[config.mk]
export PLATFORM = sky130hd
export DESIGN_NAME = ram_fifo_ctrl_flat
export DESIGN_NICKNAME = d
export VERILOG_FILES = /design/src/rtl/ram_fifo_ctrl_pkg.sv /design/src/rtl/ram_fifo_ctrl_if.sv /design/src/rtl/ram_fifo_ctrl_ptr.sv /design/src/rtl/ram_fifo_ctrl.sv /design/src/flat_wrapper.sv
export SDC_FILE = /design/constraint.sdc
export NUM_CORES = 1
export LEC_CHECK = 0
export ABC_AREA = 1
export BUFFER_PORTS_ARGS = -buffer_cell sky130_fd_sc_hd__buf_2
export CORE_MARGIN = 5
export CORE_UTILIZATION = 42
export CTS_BUF_LIST = sky130_fd_sc_hd__clkbuf_8 sky130_fd_sc_hd__clkbuf_16
export CTS_CLUSTER_DIAMETER = 80
export DETAILED_ROUTE_END_ITERATION = 8
export GPL_TIMING_DRIVEN = 0
export HOLD_SLACK_MARGIN = 0.08
export PLACE_DENSITY = 0.86
export SLEW_MARGIN = 20
export SYNTH_ARGS = -nofsm -noshare
export SYNTH_HDL_FRONTEND = slang
export SYNTH_HIERARCHICAL = 1
export SYNTH_SLANG_ARGS = --single-unit
[constraint.sdc]
create_clock -name clk -period 2 [get_ports clk]
set_clock_uncertainty 0.1 [all_clocks]
set_input_delay 0.6 -clock clk [delete_from_list [all_inputs] [get_ports clk]]
set_output_delay 0.6 -clock clk [all_outputs]
set_load 0.005 [all_outputs]
[src/rtl/ram_fifo_ctrl_pkg.sv]
// Shared sizing and arbitration encoding for the RAM-backed FIFO sequencer.
// Every other file of this block imports it.
package ram_fifo_pkg;

    localparam int DATA_W = 8;
    localparam int ADDR_W = 3;
    localparam int DEPTH  = 1 << ADDR_W;

    typedef enum logic {
        PRIO_WRITE = 1'b0,
        PRIO_READ  = 1'b1
    } prio_e;

    // Winner of the next push/pop conflict once the current conflict is served.
    function automatic prio_e prio_toggle(input prio_e p);
        return (p == PRIO_WRITE) ? PRIO_READ : PRIO_WRITE;
    endfunction

endpackage

[src/rtl/ram_fifo_ctrl_if.sv]
// Handshake bundle between the FIFO sequencer, its producer/consumer and the RAM pins.
// slave = the sequencer itself, master = the user side driving requests and modelling the RAM.
interface ram_fifo_ctrl_if;
    import ram_fifo_pkg::*;

    logic              flush;
    logic              push;
    logic [DATA_W-1:0] push_data;
    logic              push_ready;
    logic              pop_req;
    logic              pop_ready;
    logic [DATA_W-1:0] pop_data;
    logic              pop_valid;
    logic              full;
    logic              empty;
    logic [ADDR_W:0]   count;
    logic              ram_rw;
    logic [ADDR_W-1:0] ram_addr;
    logic [DATA_W-1:0] ram_din;
    logic [DATA_W-1:0] ram_dout;

    modport slave (
        input  flush, push, push_data, pop_req, ram_dout,
        output push_ready, pop_ready, pop_data, pop_valid,
               full, empty, count, ram_rw, ram_addr, ram_din
    );

    modport master (
        output flush, push, push_data, pop_req, ram_dout,
        input  push_ready, pop_ready, pop_data, pop_valid,
               full, empty, count, ram_rw, ram_addr, ram_din
    );

endinterface

[src/rtl/ram_fifo_ctrl_ptr.sv]
// Wrapping RAM address pointer with synchronous flush and asynchronous clear.
// Pure modulo-2**W; occupancy is tracked elsewhere, never by comparing pointers.
module fifo_ptr
    import ram_fifo_pkg::*;
#(
    parameter int W = ADDR_W
) (
    input  logic         clk,
    input  logic         clr,
    input  logic         flush_i,
    input  logic         inc_i,
    output logic [W-1:0] ptr_o
);

    logic [W-1:0] ptr_q;
    logic [W-1:0] ptr_d;

    always_comb begin
        ptr_d = ptr_q;
        if (flush_i) begin
            ptr_d = '0;
        end else if (inc_i) begin
            ptr_d = ptr_q + 1'b1;
        end
    end

    always_ff @(posedge clk or posedge clr) begin
        if (clr) begin
            ptr_q <= '0;
        end else begin
            ptr_q <= ptr_d;
        end
    end

    assign ptr_o = ptr_q;

endmodule

[src/rtl/ram_fifo_ctrl.sv]
// Circular FIFO sequencer over a single-port 8x8 RAM: one access per cycle,
// push/pop conflicts resolved by a priority bit that flips after each conflict.
module ram_fifo_ctrl
    import ram_fifo_pkg::*;
(
    input  logic             clk,
    input  logic             clr,
    ram_fifo_ctrl_if.slave   bus
);

    localparam logic [ADDR_W:0] FULL_CNT = (ADDR_W + 1)'(DEPTH);

    logic [ADDR_W-1:0] wr_ptr;
    logic [ADDR_W-1:0] rd_ptr;

    logic [ADDR_W:0]   count_q,     count_d;
    prio_e             prio_q,      prio_d;
    logic [DATA_W-1:0] pop_data_q,  pop_data_d;
    logic              pop_valid_q, pop_valid_d;

    logic full;
    logic empty;
    logic wr_ok;
    logic rd_ok;
    logic grant_wr;
    logic grant_rd;

    assign full  = (count_q == FULL_CNT);
    assign empty = (count_q == '0);

    // flush blocks both requests, so a flush cycle is never a conflict and prio holds.
    assign wr_ok    = bus.push    & ~full  & ~bus.flush;
    assign rd_ok    = bus.pop_req & ~empty & ~bus.flush;
    assign grant_wr = wr_ok & (~rd_ok | (prio_q == PRIO_WRITE));
    assign grant_rd = rd_ok & (~wr_ok | (prio_q == PRIO_READ));

    fifo_ptr #(.W(ADDR_W)) u_wr_ptr (
        .clk     (clk),
        .clr     (clr),
        .flush_i (bus.flush),
        .inc_i   (grant_wr),
        .ptr_o   (wr_ptr)
    );

    fifo_ptr #(.W(ADDR_W)) u_rd_ptr (
        .clk     (clk),
        .clr     (clr),
        .flush_i (bus.flush),
        .inc_i   (grant_rd),
        .ptr_o   (rd_ptr)
    );

    always_comb begin
        count_d     = count_q;
        prio_d      = prio_q;
        pop_data_d  = pop_data_q;
        pop_valid_d = grant_rd;

        if (wr_ok && rd_ok) begin
            prio_d = prio_toggle(prio_q);
        end

        // Single port: at most one of the grants is set, so count never moves by two.
        if (bus.flush) begin
            count_d = '0;
        end else if (grant_wr) begin
            count_d = count_q + 1'b1;
        end else if (grant_rd) begin
            count_d = count_q - 1'b1;
        end

        if (grant_rd) begin
            pop_data_d = bus.ram_dout;
        end
    end

    always_ff @(posedge clk or posedge clr) begin
        if (clr) begin
            count_q     <= '0;
            prio_q      <= PRIO_WRITE;
            pop_data_q  <= '0;
            pop_valid_q <= 1'b0;
        end else begin
            count_q     <= count_d;
            prio_q      <= prio_d;
            pop_data_q  <= pop_data_d;
            pop_valid_q <= pop_valid_d;
        end
    end

    // Idle cycles park the address on rd_ptr so the head word is already on ram_dout.
    assign bus.ram_rw     = grant_wr;
    assign bus.ram_addr   = grant_wr ? wr_ptr : rd_ptr;
    assign bus.ram_din    = grant_wr ? bus.push_data : '0;

    assign bus.push_ready = grant_wr;
    assign bus.pop_ready  = grant_rd;
    assign bus.pop_data   = pop_data_q;
    assign bus.pop_valid  = pop_valid_q;
    assign bus.full       = full;
    assign bus.empty      = empty;
    assign bus.count      = count_q;

endmodule

[src/flat_wrapper.sv]
// flat-port wrapper written by rule: the top's interface ports become plain ports
module ram_fifo_ctrl_flat import ram_fifo_pkg::*;
  (clk, clr, bus_flush, bus_push, bus_push_data, bus_pop_req, bus_ram_dout, bus_push_ready, bus_pop_ready, bus_pop_data, bus_pop_valid, bus_full, bus_empty, bus_count, bus_ram_rw, bus_ram_addr, bus_ram_din);
  ram_fifo_ctrl_if bus_i ();
  input  logic clk;
  input  logic clr;
  input wire logic [$bits(bus_i.flush)-1:0] bus_flush;
  input wire logic [$bits(bus_i.push)-1:0] bus_push;
  input wire logic [$bits(bus_i.push_data)-1:0] bus_push_data;
  input wire logic [$bits(bus_i.pop_req)-1:0] bus_pop_req;
  input wire logic [$bits(bus_i.ram_dout)-1:0] bus_ram_dout;
  output wire logic [$bits(bus_i.push_ready)-1:0] bus_push_ready;
  output wire logic [$bits(bus_i.pop_ready)-1:0] bus_pop_ready;
  output wire logic [$bits(bus_i.pop_data)-1:0] bus_pop_data;
  output wire logic [$bits(bus_i.pop_valid)-1:0] bus_pop_valid;
  output wire logic [$bits(bus_i.full)-1:0] bus_full;
  output wire logic [$bits(bus_i.empty)-1:0] bus_empty;
  output wire logic [$bits(bus_i.count)-1:0] bus_count;
  output wire logic [$bits(bus_i.ram_rw)-1:0] bus_ram_rw;
  output wire logic [$bits(bus_i.ram_addr)-1:0] bus_ram_addr;
  output wire logic [$bits(bus_i.ram_din)-1:0] bus_ram_din;
  assign bus_i.flush = bus_flush;
  assign bus_i.push = bus_push;
  assign bus_i.push_data = bus_push_data;
  assign bus_i.pop_req = bus_pop_req;
  assign bus_i.ram_dout = bus_ram_dout;
  assign bus_push_ready = bus_i.push_ready;
  assign bus_pop_ready = bus_i.pop_ready;
  assign bus_pop_data = bus_i.pop_data;
  assign bus_pop_valid = bus_i.pop_valid;
  assign bus_full = bus_i.full;
  assign bus_empty = bus_i.empty;
  assign bus_count = bus_i.count;
  assign bus_ram_rw = bus_i.ram_rw;
  assign bus_ram_addr = bus_i.ram_addr;
  assign bus_ram_din = bus_i.ram_din;
  ram_fifo_ctrl u_core (.clk(clk), .clr(clr), .bus(bus_i));
endmodule
==> impl_summary.md, run 1 <==
Status
The run finished, with violations left. The final reports fail on negative setup slack.

GRT
Across every metal layer, demand over resource in global routing totals 0.1680. The residual overflow from global routing is 0. The number of antenna violations at the first check in global routing is 0. The via count of the first global-routing pass is 1261. The first global-routing pass estimated ~5400 µm of wire. The largest net degree at the start of global routing is 16.

Place
The half-perimeter wire length after detailed placement is 2092 µm. Port buffering added between 40 and 50 buffers. At the end of routability-driven placement, the weighted congestion stood at 0.8144.

Logic synthesis
By area, the combinational part of the netlist is dominated by simple AND/OR/NAND/NOR gates. The share of the Yosys chip area taken by registers is 0.4334. The synthesized-area fraction occupied by adder cells is 0.06067. The number of different library cells used by synthesis comes to 21.

In the synthesized netlist, the number of instances is 153. The synthesized netlist occupies a cell area of 1155 µm². The fraction of the mapped netlist area in compound gates is 0.04442. Of the total synthesized cell area, the portion taken by AND, OR, NAND and NOR gates is 0.3424.

Of the total synthesized cell area, the portion taken by XOR and XNOR cells is 0.007584. The number of synthesized register bits is 20. The synthesized area divided by synthesized cell count is 7.548 µm². The post-synthesis net count is 179. The total number of yosys warnings is 6.

Of the post-synthesis cell area, the part taken by muxes is 0.

Routing
The routed layout has 1266 vias. The DRC violation count after routing is 0. Wires add up to 3288 µm.

The post-detailed-route count of antenna-violating nets is 0. The number of DRC markers after the initial detailed-route iteration is 60. Using the TritonRoute via totals, the vias-per-cell ratio works out to 4.832. The detailed-routing iteration count for the pre-antenna-repair pass is 4.

Dividing the detail-routed wire length by the instance count gives 12.55 µm.

Floorplanning
The row count is 19. The core region is roughly 2700 µm². The vertical die dimension is between 60 and 70 µm. In this run the horizontal extent of the chip is ~62 µm. For this configuration, the core starts out at a cell density of 0.4299.

The die covers 3898 µm². The number of top-level pins is 50.

Setup path
For the worst setup path, the data required time is 1.30 ns. The category of the worst setup path capture point is an output port. The highest net fanout along the worst path is 10.

Data arrives at the worst endpoint at 1.48 ns. The worst setup path is launched from an input pin. The critical path is of the input pin to output port type.

Timing
The number of pins exceeding their max-slew limit in the final report is 0. The worst pin sits at a relative slew slack of 0.6581. The final period demand of the worst path is 2.179 ns. Static timing analysis puts the maximum clock frequency at 0.4590 GHz.

Adding up every negative setup slack in the final design gives -2.323 ns. The least setup slack across all paths after layout is -0.1789 ns. The total setup violations reported at the end of the flow is 17. Setup repair after global routing could not meet its margin everywhere. The final hold violation count is 0. The final period utilization is 1.089. At the pin with the least slew margin, the transition time is 0.5122 ns.

Layout
The filler cells instantiated in the layout total 211. In the final layout, the share of cells above drive strength 1 is 0.4848. 0 antenna diodes ended up in the layout. Relative to the synthesized area, the layout overhead comes to 56.45%. The count of nets after finishing is 258.

Leaving out fill and tap cells, the most frequent cell in the layout is sky130_fd_sc_hd__buf_2. Leaving out fill and tap cells, the most frequent cells in the layout are sky130_fd_sc_hd__buf_2 (46), sky130_fd_sc_hd__nand2_1 (44), sky130_fd_sc_hd__buf_4 (26).

Clocking
The tree is rooted in a sky130_fd_sc_hd__clkbuf_8. The CTS tree is done. The total clock buffers created by CTS is 3. The register clock-pin slew on the reported worst setup and hold paths is 0.07 ns.

The number of H-tree branching levels is 1. Clock latency on the worst-skew pair, taken at its later pin, is about 0.26 ns. For this design, the sink count on the clock tree is 20.

The clock passes through at most 2 buffers.

Power and ir drop
The power per unit of standard cell area is 1184 nW/µm². IR analysis of the VDD net gives a maximum drop of around 0.94 mV. The leakage power total is 1.085 nW. The design draws 0.002140 W.

Hold path
The worst hold path class is input pin to async pin.

Flow run
The tool flagged a number of max-cap violations equal to 0.
==> area by class of cell <==
| cell class | count | area (µm²) | area share |
|---|---|---|---|
| buffer | 2 | 22.52 | 0.01247 |
| clock buffer | 3 | 41.29 | 0.02285 |
| clock inverter | 1 | 30.03 | 0.01662 |
| inverter | 28 | 120.1 | 0.06648 |
| multi-input combinational | 103 | 598.1 | 0.3310 |
| sequential | 20 | 504.2 | 0.2791 |
| tap | 31 | 38.79 | 0.02147 |
| timing repair buffer | 74 | 451.7 | 0.2500 |
==> per-stage QoR <==
stage,std cells,area (µm²),utilization,setup WS [ns],hold WS (ns)
after floorplan,153,1180,-,0.005972,0.2536
after global placement,233,1464,0.5449,-0.2763,0.3610
after detailed placement,233,1464,0.5449,-0.3067,0.3642
after CTS,257,1749,0.6511,-0.1385,0.1299
after global routing,262,1807,0.6726,-0.2514,0.1346
final,262,1807,0.6726,-0.1789,0.1312
==> critical path, cell delays in order <==
cell and delay [ns]:
sky130_fd_sc_hd__buf_4 0.14, sky130_fd_sc_hd__inv_4 0.06, sky130_fd_sc_hd__nand2_2 0.08, sky130_fd_sc_hd__a21oi_4 0.16
sky130_fd_sc_hd__nand2_4 0.10, sky130_fd_sc_hd__buf_8 0.15, sky130_fd_sc_hd__nor2_1 0.07, sky130_fd_sc_hd__buf_2 0.11
==> layer usage <==
| metal | up-vias | track usage | part of all wire |
|---|---|---|---|
| met5 | - | 0 | 0 |
| met4 | 0 | 0.07692 | 0.022 |
| met3 | 10 | 0.04317 | 0.078 |
| met2 | 58 | 0.2953 | 0.51 |
| met1 | 581 | 0.1878 | 0.39 |
| li1 | 617 | - | - |
==> Yosys cell counts, drive strengths merged <==
library cell | count | area [µm²]
buf | 2 | 18.77
inv | 28 | 110.1
nand3 | 7 | 40.04
nand4 | 5 | 31.28
nor2 | 23 | 101.4
xnor2 | 1 | 8.760
dfrtp | 20 | 500.5
o21ai | 4 | 20.02
fa | 1 | 20.02
o22ai | 1 | 12.51
nand2 | 54 | 222.7
ha | 4 | 50.05
a21oi | 3 | 18.77
==> registers in the layout, summed over array words and instances (netlist names) <==
name                   cells
u_core/bus.pop_data        8
u_core/bus.count           4
u_core/u_rd_ptr/ptr_o      3
u_core/u_wr_ptr/ptr_o      3
u_core/bus.pop_valid       1
u_core/prio_q              1
==> repair_timing <==
action                     4_1_cts  5_1_grt
setup buffers                   20        5
pin swaps                        5        4
hold buffers                     0        0
setup endpoints to repair       16       17
resized for setup               20        7
==> final timing paths <==
path	startpoint	end	slack, ns	depth (start not counted)
hold reg to reg	u_core/bus.pop_data[0]$_DFFE_PP0P_	u_core/bus.pop_data[0]$_DFFE_PP0P_	0.38	2
setup / recovery	bus_flush	bus_ram_din[3]	-0.18	8
max in group asynchronous	clr	u_core/bus.count[1]$_DFFE_PP0P_	1.15	2
hold / removal	clr	u_core/u_rd_ptr/ptr_o[1]$_DFFE_PP0P_	0.13	2
setup reg to reg	u_core/bus.count[1]$_DFFE_PP0P_	u_core/bus.count[3]$_DFFE_PP0P_	-0.11	14
min in group clk	u_core/bus.pop_data[0]$_DFFE_PP0P_	u_core/bus.pop_data[0]$_DFFE_PP0P_	0.38	2
==> where the power goes <==
| part | internal (W) | switching (W) | total, W | leakage (nW) |
|---|---|---|---|---|
| registers | 0.000545 | 0.000105 | 0.000649 | 0.254 |
| logic | 0.000547 | 0.000545 | 0.00109 | 0.795 |
| clock network | 0.000267 | 0.000132 | 0.000399 | 0.0357 |
| total | 0.00136 | 0.000781 | 0.00214 | 1.08 |
==> cell families (layout without fill, tap and decap cells) <==
family,count (synthesis),after routing
and+or+nand+nor,89,89
buffers and inverters,30,108
DFF,20,20
AOI/OAI and AO/OA,8,8
adders and majority gates,5,5
xor gates and xnor gates,1,1
Note: power is estimated with default switching activity, not from simulation.
==> run 2, diff against run 1 <==
- CORE_UTILIZATION: 42 -> 46
- PLACE_DENSITY: 0.86 -> 0.89
- clock period: 2 -> 2.45 ns (I/O delays scaled with it)
==> run 2 against run 1 <==
Net effect: the run still ends with negative setup slack left; non-clock buffer count down 9; critical path depth unchanged; worst hold slack better by 0.12 ns; wire length up 10%; critical path type unchanged; critical endpoint is now bus_ram_din[6].
==> impl_summary.md, run 2 (synthesis gave the netlist of run 1 again) <==
Status
The flow ran to the end, but the final reports show violations. The checks that failed: negative setup slack.

Timing
The number of pins exceeding their max-slew limit in the final report was 0. The total setup violations reported at the end of the flow is 12. In the finished design, the share of the clock period the worst path needs comes to 1.023. The final worst hold slack is about 0.25 ns. Subtracting the final worst setup slack from the clock period gives roughly 2.5 ns.

Headroom to the max-slew limit came out at 0.6445. Setup repair after global routing could not meet its margin everywhere. The final hold violation count was 0. Once routing completed, OpenROAD measured the worst setup slack at -0.05740 ns. The transition time of the tightest slew-check pin is 0.5327 ns. Static timing analysis puts the maximum clock frequency at 0.3988 GHz. The setup TNS after final layout is -0.3260 ns.

Setup path
The worst setup path is launched from an input pin. Data arrives at the worst endpoint at 1.67 ns. In this run the worst path has a maximum fanout of 5. The required time at the worst-slack endpoint is 1.62 ns. The category of the worst setup path capture point is an output port. The type of the worst setup path is input pin to output port.

Floorplanning
The die covers 3613 µm². Row generation in the floorplan step produced 18 rows. During I/O placement, the number of pins put on the boundary was 50.

The floorplan step set the die height to about 60 µm. For this configuration, the core starts out at a cell density of 0.4748. The floorplan core area is 2432 µm². In this run the horizontal extent of the chip is 60.11 µm.

Power and ir drop
The share of total power dissipated in combinational logic is 0.486. The share of total power dissipated in the clock network is 0.160. The net switching power of the design is 0.0006155 W. In this run the power density over the cells is approximately 900 nW/µm². The peak supply drop is 0.7377 mV. Of the total power, registers draw 0.354.

The net switching fraction of the power is 0.3932. Summed over all cells, the static leakage comes to 1.056 nW. Internal power comes to 0.0009498 W.

Layout
The register with the most flip-flops in the layout has 8 of them. The area growth from synthesis to layout is 52.22%. In the final layout, the share of cells above drive strength 1 is 0.4484. Leaving out fill and tap cells, the most frequent cells in the layout are sky130_fd_sc_hd__buf_2 (46), sky130_fd_sc_hd__nand2_1 (46), sky130_fd_sc_hd__inv_1 (23). The final standard cell area without fillers is approximately 1800 µm².

The final antenna diode count is 0. The count of nets after finishing is 250.

GRT
For met2 alone, demand over resource in global routing was 0.3164. The first global-routing pass estimated about 4600 µm of wire. The number of antenna violations at the first check in global routing was 0.

Entering global routing, the biggest net connects 18 pins. The met1 layer usage reported by global route is 0.1806. The global-route layer with the greatest usage is met2. The met3 global-route usage is 0.02808. The via count of the first global-routing pass is 1104. The residual overflow from global routing is 0. For this run, the total global-route usage over all layers was measured as 0.1707.

Routing
In this run the remaining antenna-violating nets after routing total 0. The detailed-route wire length per cell is 14.31 µm. The via count is 1293.

The DRC violation count after routing is 0. For this block, the initial DRC count from the detailed router was 33. Dividing the detail-routed via count by the number of cells gives 5.111. The wire length reported by the detailed router is ~3600 µm. Before antenna repair, the detailed router went through 4 iterations.

Clocking
In this run the number of H-tree levels came out at 1. Clock latency on the worst-skew pair, taken at its later pin, is 0.26 ns. The CTS tree is done. For this design, the sink count on the clock tree is 20.

After clock tree synthesis, the clock-pin slew on the worst setup and hold paths is around 0.07 ns. No sink is reached through more buffers than the 2 on the longest clock path. The total clock buffers created by CTS is 3. The clock root buffer is sky130_fd_sc_hd__clkbuf_8.

Place
The half-perimeter wire length after detailed placement is approximately 2000 µm. The placed cell area is 1438 µm². The routability-driven placement congestion ratio is approximately 0.79. The number of port buffers is 49.

Hold path
The path class of the tightest hold or removal check is input pin to async pin.

Flow run
Across the run, the number of max-cap violations was 0.
run 2: final timing paths:
check                                                       end  depth (start not counted)                                from  slack (ns)
setup / recovery                                 bus_ram_din[6]                          8                         bus_pop_req       -0.06
hold reg to reg              u_core/bus.pop_data[0]$_DFFE_PP0P_                          2  u_core/bus.pop_data[0]$_DFFE_PP0P_        0.38
setup reg to reg                u_core/bus.count[3]$_DFFE_PP0P_                         14     u_core/bus.count[0]$_DFFE_PP0P_        0.15
min in group clk             u_core/bus.pop_data[0]$_DFFE_PP0P_                          2  u_core/bus.pop_data[0]$_DFFE_PP0P_        0.38
max in group asynchronous       u_core/bus.count[1]$_DFFE_PP0P_                          2                                 clr        1.44
hold / removal             u_core/u_rd_ptr/ptr_o[0]$_DFFE_PP0P_                          2                                 clr        0.25
run 2: metal layers:
layer  vias up  share of wire  wire length [µm]
met5         -              0                 0
met2        75           0.50              1798
met4         0          0.049               178
met3        21          0.094               341
met1       589           0.36              1302
li1        608              -                 -
run 2: critical path: stages:
cell,delay [ns]
sky130_fd_sc_hd__buf_6,0.07
sky130_fd_sc_hd__inv_2,0.04
sky130_fd_sc_hd__nor2_4,0.16
sky130_fd_sc_hd__nand3_2,0.12
sky130_fd_sc_hd__nand2_2,0.13
sky130_fd_sc_hd__bufbuf_16,0.26
sky130_fd_sc_hd__nor2_1,0.03
sky130_fd_sc_hd__buf_2,0.11
run 2: area by class of cell:
| class | instances | area (µm²) |
|---|---|---|
| Fill cell | 182 | 674.4 |
| Clock buffer | 4 | 55.05 |
| Timing Repair Buffer | 65 | 425.4 |
| Tap cell | 30 | 37.54 |
| Inverter | 28 | 130.1 |
| Buffer | 2 | 26.28 |
| Multi-Input combinational cell | 103 | 570.5 |
| Sequential cell | 20 | 505.5 |
| Timing Repair inverter | 1 | 7.507 |
run 2: per-stage QoR:
step,util,power (W),instances,setup WS [ns]
after floorplan,-,0.0009088,153,0.1834
after global placement,0.5910,0.001107,232,-0.1659
after detailed placement,0.5910,0.001137,232,-0.1640
after CTS,0.6749,0.001456,246,0.0001388
after global routing,0.7227,0.001676,253,-0.08006
final,0.7227,0.001565,253,-0.05740
run 2: power by group through the flow:
| stage | Sequential (W) | Combinational, W | Clock [W] |
|---|---|---|---|
| 4_1_cts | 0.000545 | 0.000657 | 0.000254 |
| 6_report | 0.000554 | 0.000761 | 0.000250 |
| 2_1_floorplan | 0.000543 | 0.000366 | 0 |
| 5_1_grt | 0.000573 | 0.000832 | 0.000271 |
| 3_5_place_dp | 0.000546 | 0.000591 | 0 |
| 3_3_place_gp | 0.000543 | 0.000564 | 0 |
run 2: what timing repair did:
| action | 4_1_cts | 5_1_grt |
|---|---|---|
| cloned | 2 | 0 |
| setup buffers | 8 | 7 |
| hold endpoints to repair | 0 | 0 |
| pin swaps | 2 | 5 |
| resized for setup | 15 | 21 |
| endpoints found under the setup margin | 14 | 15 |
| hold buffers | 0 | 0 |
==> run 3, diff against run 2 <==
- PLACE_DENSITY: 0.89 -> default
- PLACE_DENSITY_LB_ADDON: default -> 0.05
==> run 3 against run 2 <==
Net effect: the flow now finishes without violations; combinational power down 11%; register-to-register slack better by 0.05 ns; critical path depth fell by 1; setup slack improved by 0.10 ns; cell count fell by 2.0%; cell area is 6.8% lower.
==> impl_summary.md, run 3 (synthesis gave the netlist of run 1 again) <==
Setup path
The type of the worst setup path is input pin to output port. STA puts the critical path data arrival time at 1.57 ns. The cell at the slowest stage of the critical path is sky130_fd_sc_hd__nand2_4.

The startpoint identified for the worst register-to-register timing path is u_core/bus.count[1]$_DFFE_PP0P_. For this run, the slowest stage of the critical path takes 0.16 ns. The worst-case reg-to-reg path depth is 14.

The worst-case register-to-register setup slack is around 0.20 ns. The critical path goes through buf_6 -> nor2_4 -> nand3_1 -> nand2_4 -> buf_6 -> nor2_4 -> buf_2. The reg-to-reg critical path endpoint is u_core/bus.count[3]$_DFFE_PP0P_. The critical path starts at bus_flush. In this design, the largest share of critical-path delay is due to simple AND/OR/NAND/NOR gates. The worst path buffer plus inverter count is 3.

The required time at the worst-slack endpoint is 1.62 ns. Along the worst path, the maximum fanout reaches 7. STA classifies the critical path startpoint as an input pin. The worst setup path is captured at an output port.

Clocking
CTS saw 20 sinks. CTS built an H-tree with a depth of 1. Buffers inserted to repair hold after CTS numbered 0. TritonCTS built the clock tree.

The register clock-pin slew on the reported worst setup and hold paths is 0.07 ns. No sink is reached through more buffers than the 2 on the longest clock path. The clock reaches the later pin of the worst-skew pair after 0.25 ns. The number of clock buffers added by TritonCTS is 3. In this run the clock root is driven by a sky130_fd_sc_hd__clkbuf_8.

Power and ir drop
The clock network fraction of total power is 0.169. The leakage power total is approximately 1 nW. Of the total power, combinational logic draws 0.462. The peak supply drop is 0.7994 mV.

Dividing total power by cell area gives a power density of 892.9 nW/µm². The part of the power in registers is 0.370. For this design the total switching power over the nets is 0.0005642 W.

The design draws 0.001464 W. The net switching fraction of the power is 0.3855. Cell internal power was estimated by the tool at about 0.0009 W.

Layout
The register with the most flip-flops in the layout has 8 of them. In the final layout, the share of cells above drive strength 1 is 0.4083. After the last flow step, the layout net total stands at 245.

The commonest non-fill, non-tap cell in the layout is sky130_fd_sc_hd__nand2_1. The library cells used most frequently in the layout, excluding fill and tap cells, are sky130_fd_sc_hd__nand2_1 (49), sky130_fd_sc_hd__buf_2 (48), sky130_fd_sc_hd__inv_1 (24). The final design utilization is 0.6739. Relative to the synthesized area, the layout overhead comes to 41.93%. After routing the design area is 1639 µm².

The final antenna diode count is 0.

Timing
The final period demand of the worst path is 2.404 ns. The final hold violation count came to 0. The number of pins exceeding their max-slew limit in the final report was 0. Setup violations remaining at the end of the flow were counted as 0. Static timing analysis puts the maximum clock frequency at between 0.4 and 0.5 GHz. The transition time of the tightest slew-check pin is between 0.5 and 0.6 ns. Of the available clock period, the critical path in the final layout requires 0.9812. Headroom to the max-slew limit came out at 0.6329.

Floorplanning
The floorplan die width is 60.11 µm. The initial cell density of the core is 0.4748. The total die area is 3613 µm². The vertical die dimension is 60.11 µm.

The region available for standard cell placement spans between 2000 and 2500 µm². The initialized floorplan defines 18 standard-cell rows. 50 I/O pins were placed.

GRT
The overall fraction of global-route tracks in use is 0.1598. The via count of the first global-routing pass was around 1100. The first global-routing pass estimated between 4000 and 5000 µm of wire. The number of antenna violations at the first check in global routing is 0.

Entering global routing, the biggest net connects 18 pins. Summed over all layers, the global routing overflow is 0.

Routing
The detailed-routing iteration count for the pre-antenna-repair pass is 4. The number of DRC markers after the initial detailed-route iteration is 30. The detailed-route wire length per cell is 11.44 µm. The wire length reported by the detailed router is 2838 µm.

The via count is 1150. The post-detailed-route count of antenna-violating nets is 0. The vias per cell is 4.637. For this run, design rule violations remaining after detail routing come to 0.

Hold path
The min-delay analysis places its worst path in the category input pin to async pin.

Place
The placed cell area is between 1000 and 1500 µm². Buffers placed on the I/O ports in this run total 49. The half-perimeter wire length after detailed placement is 2135 µm. The congestion estimate from routability-driven global placement came to 0.7567.

Flow run
The reported max-cap violation count is 0.

Status
The run finished with clean final reports.
==> run 3: cell types whose count changed in the layout (fill, tap and decap cells not counted), sizes merged <==
cell and delta:
bufbuf -1, clkinv -1, buf -4, inv +1
==> run 3: repair_timing <==
| item | in CTS | in global routing |
|---|---|---|
| cloned | 1 | 1 |
| setup buffers | 6 | 4 |
| pin swaps | 2 | 3 |
| gates resized for setup | 10 | 10 |
| setup endpoints to repair | 14 | 13 |
==> run 3: metrics by stage <==
step / setup slack [ns] / setup TNS [ns] / std cells / hold slack [ns]
after CTS: 0.01259 / 0 / 243 / 0.2567
after floorplan: 0.1834 / 0 / 153 / 0.3724
after global routing: -0.002457 / -0.003199 / 248 / 0.2594
final: 0.04596 / 0 / 248 / 0.2593
after detailed placement: -0.1767 / -2.008 / 232 / 0.3649
after global placement: -0.1670 / -1.894 / 232 / 0.3581
==> run 3: worst max path at each step <==
stage	slack, ns	end	depth (start not counted)
6_report	0.05	bus_ram_din[5]	7
5_1_grt	-0.002	bus_ram_din[5]	8
4_1_cts	0.01	bus_ram_din[0]	7
3_5_place_dp	-0.18	bus_ram_rw	8
3_3_place_gp	-0.17	bus_ram_addr[2]	9
2_1_floorplan	0.18	bus_ram_rw	6
==> run 3: final cells by class <==
cell class / count / area (µm²)
Buffer: 2 / 18.77
Inverter: 28 / 115.1
Fill cell: 227 / 793.3
Timing Repair Buffer: 60 / 337.8
Clock buffer: 4 / 55.05
Tap cell: 30 / 37.54
Timing Repair inverter: 1 / 7.507
Sequential cell: 20 / 504.2
Multi-Input combinational cell: 103 / 563.0
==> run 3: power groups by stage <==
stage	Combinational (W)	Clock (W)	Sequential [W]
6_report	0.000676	0.000247	0.000541
3_3_place_gp	0.000578	0	0.000535
4_1_cts	0.000629	0.000252	0.000540
5_1_grt	0.000760	0.000265	0.000559
3_5_place_dp	0.000598	0	0.000546
2_1_floorplan	0.000366	0	0.000543
==> run 3: metal layers <==
layer  up-vias  share of wire  global-route usage
li1        594              -                   -
met1       521           0.39              0.1788
met2        33           0.53              0.3009
met3         2          0.067             0.02160
met4         0          0.010             0.06013
met5         -              0                   0
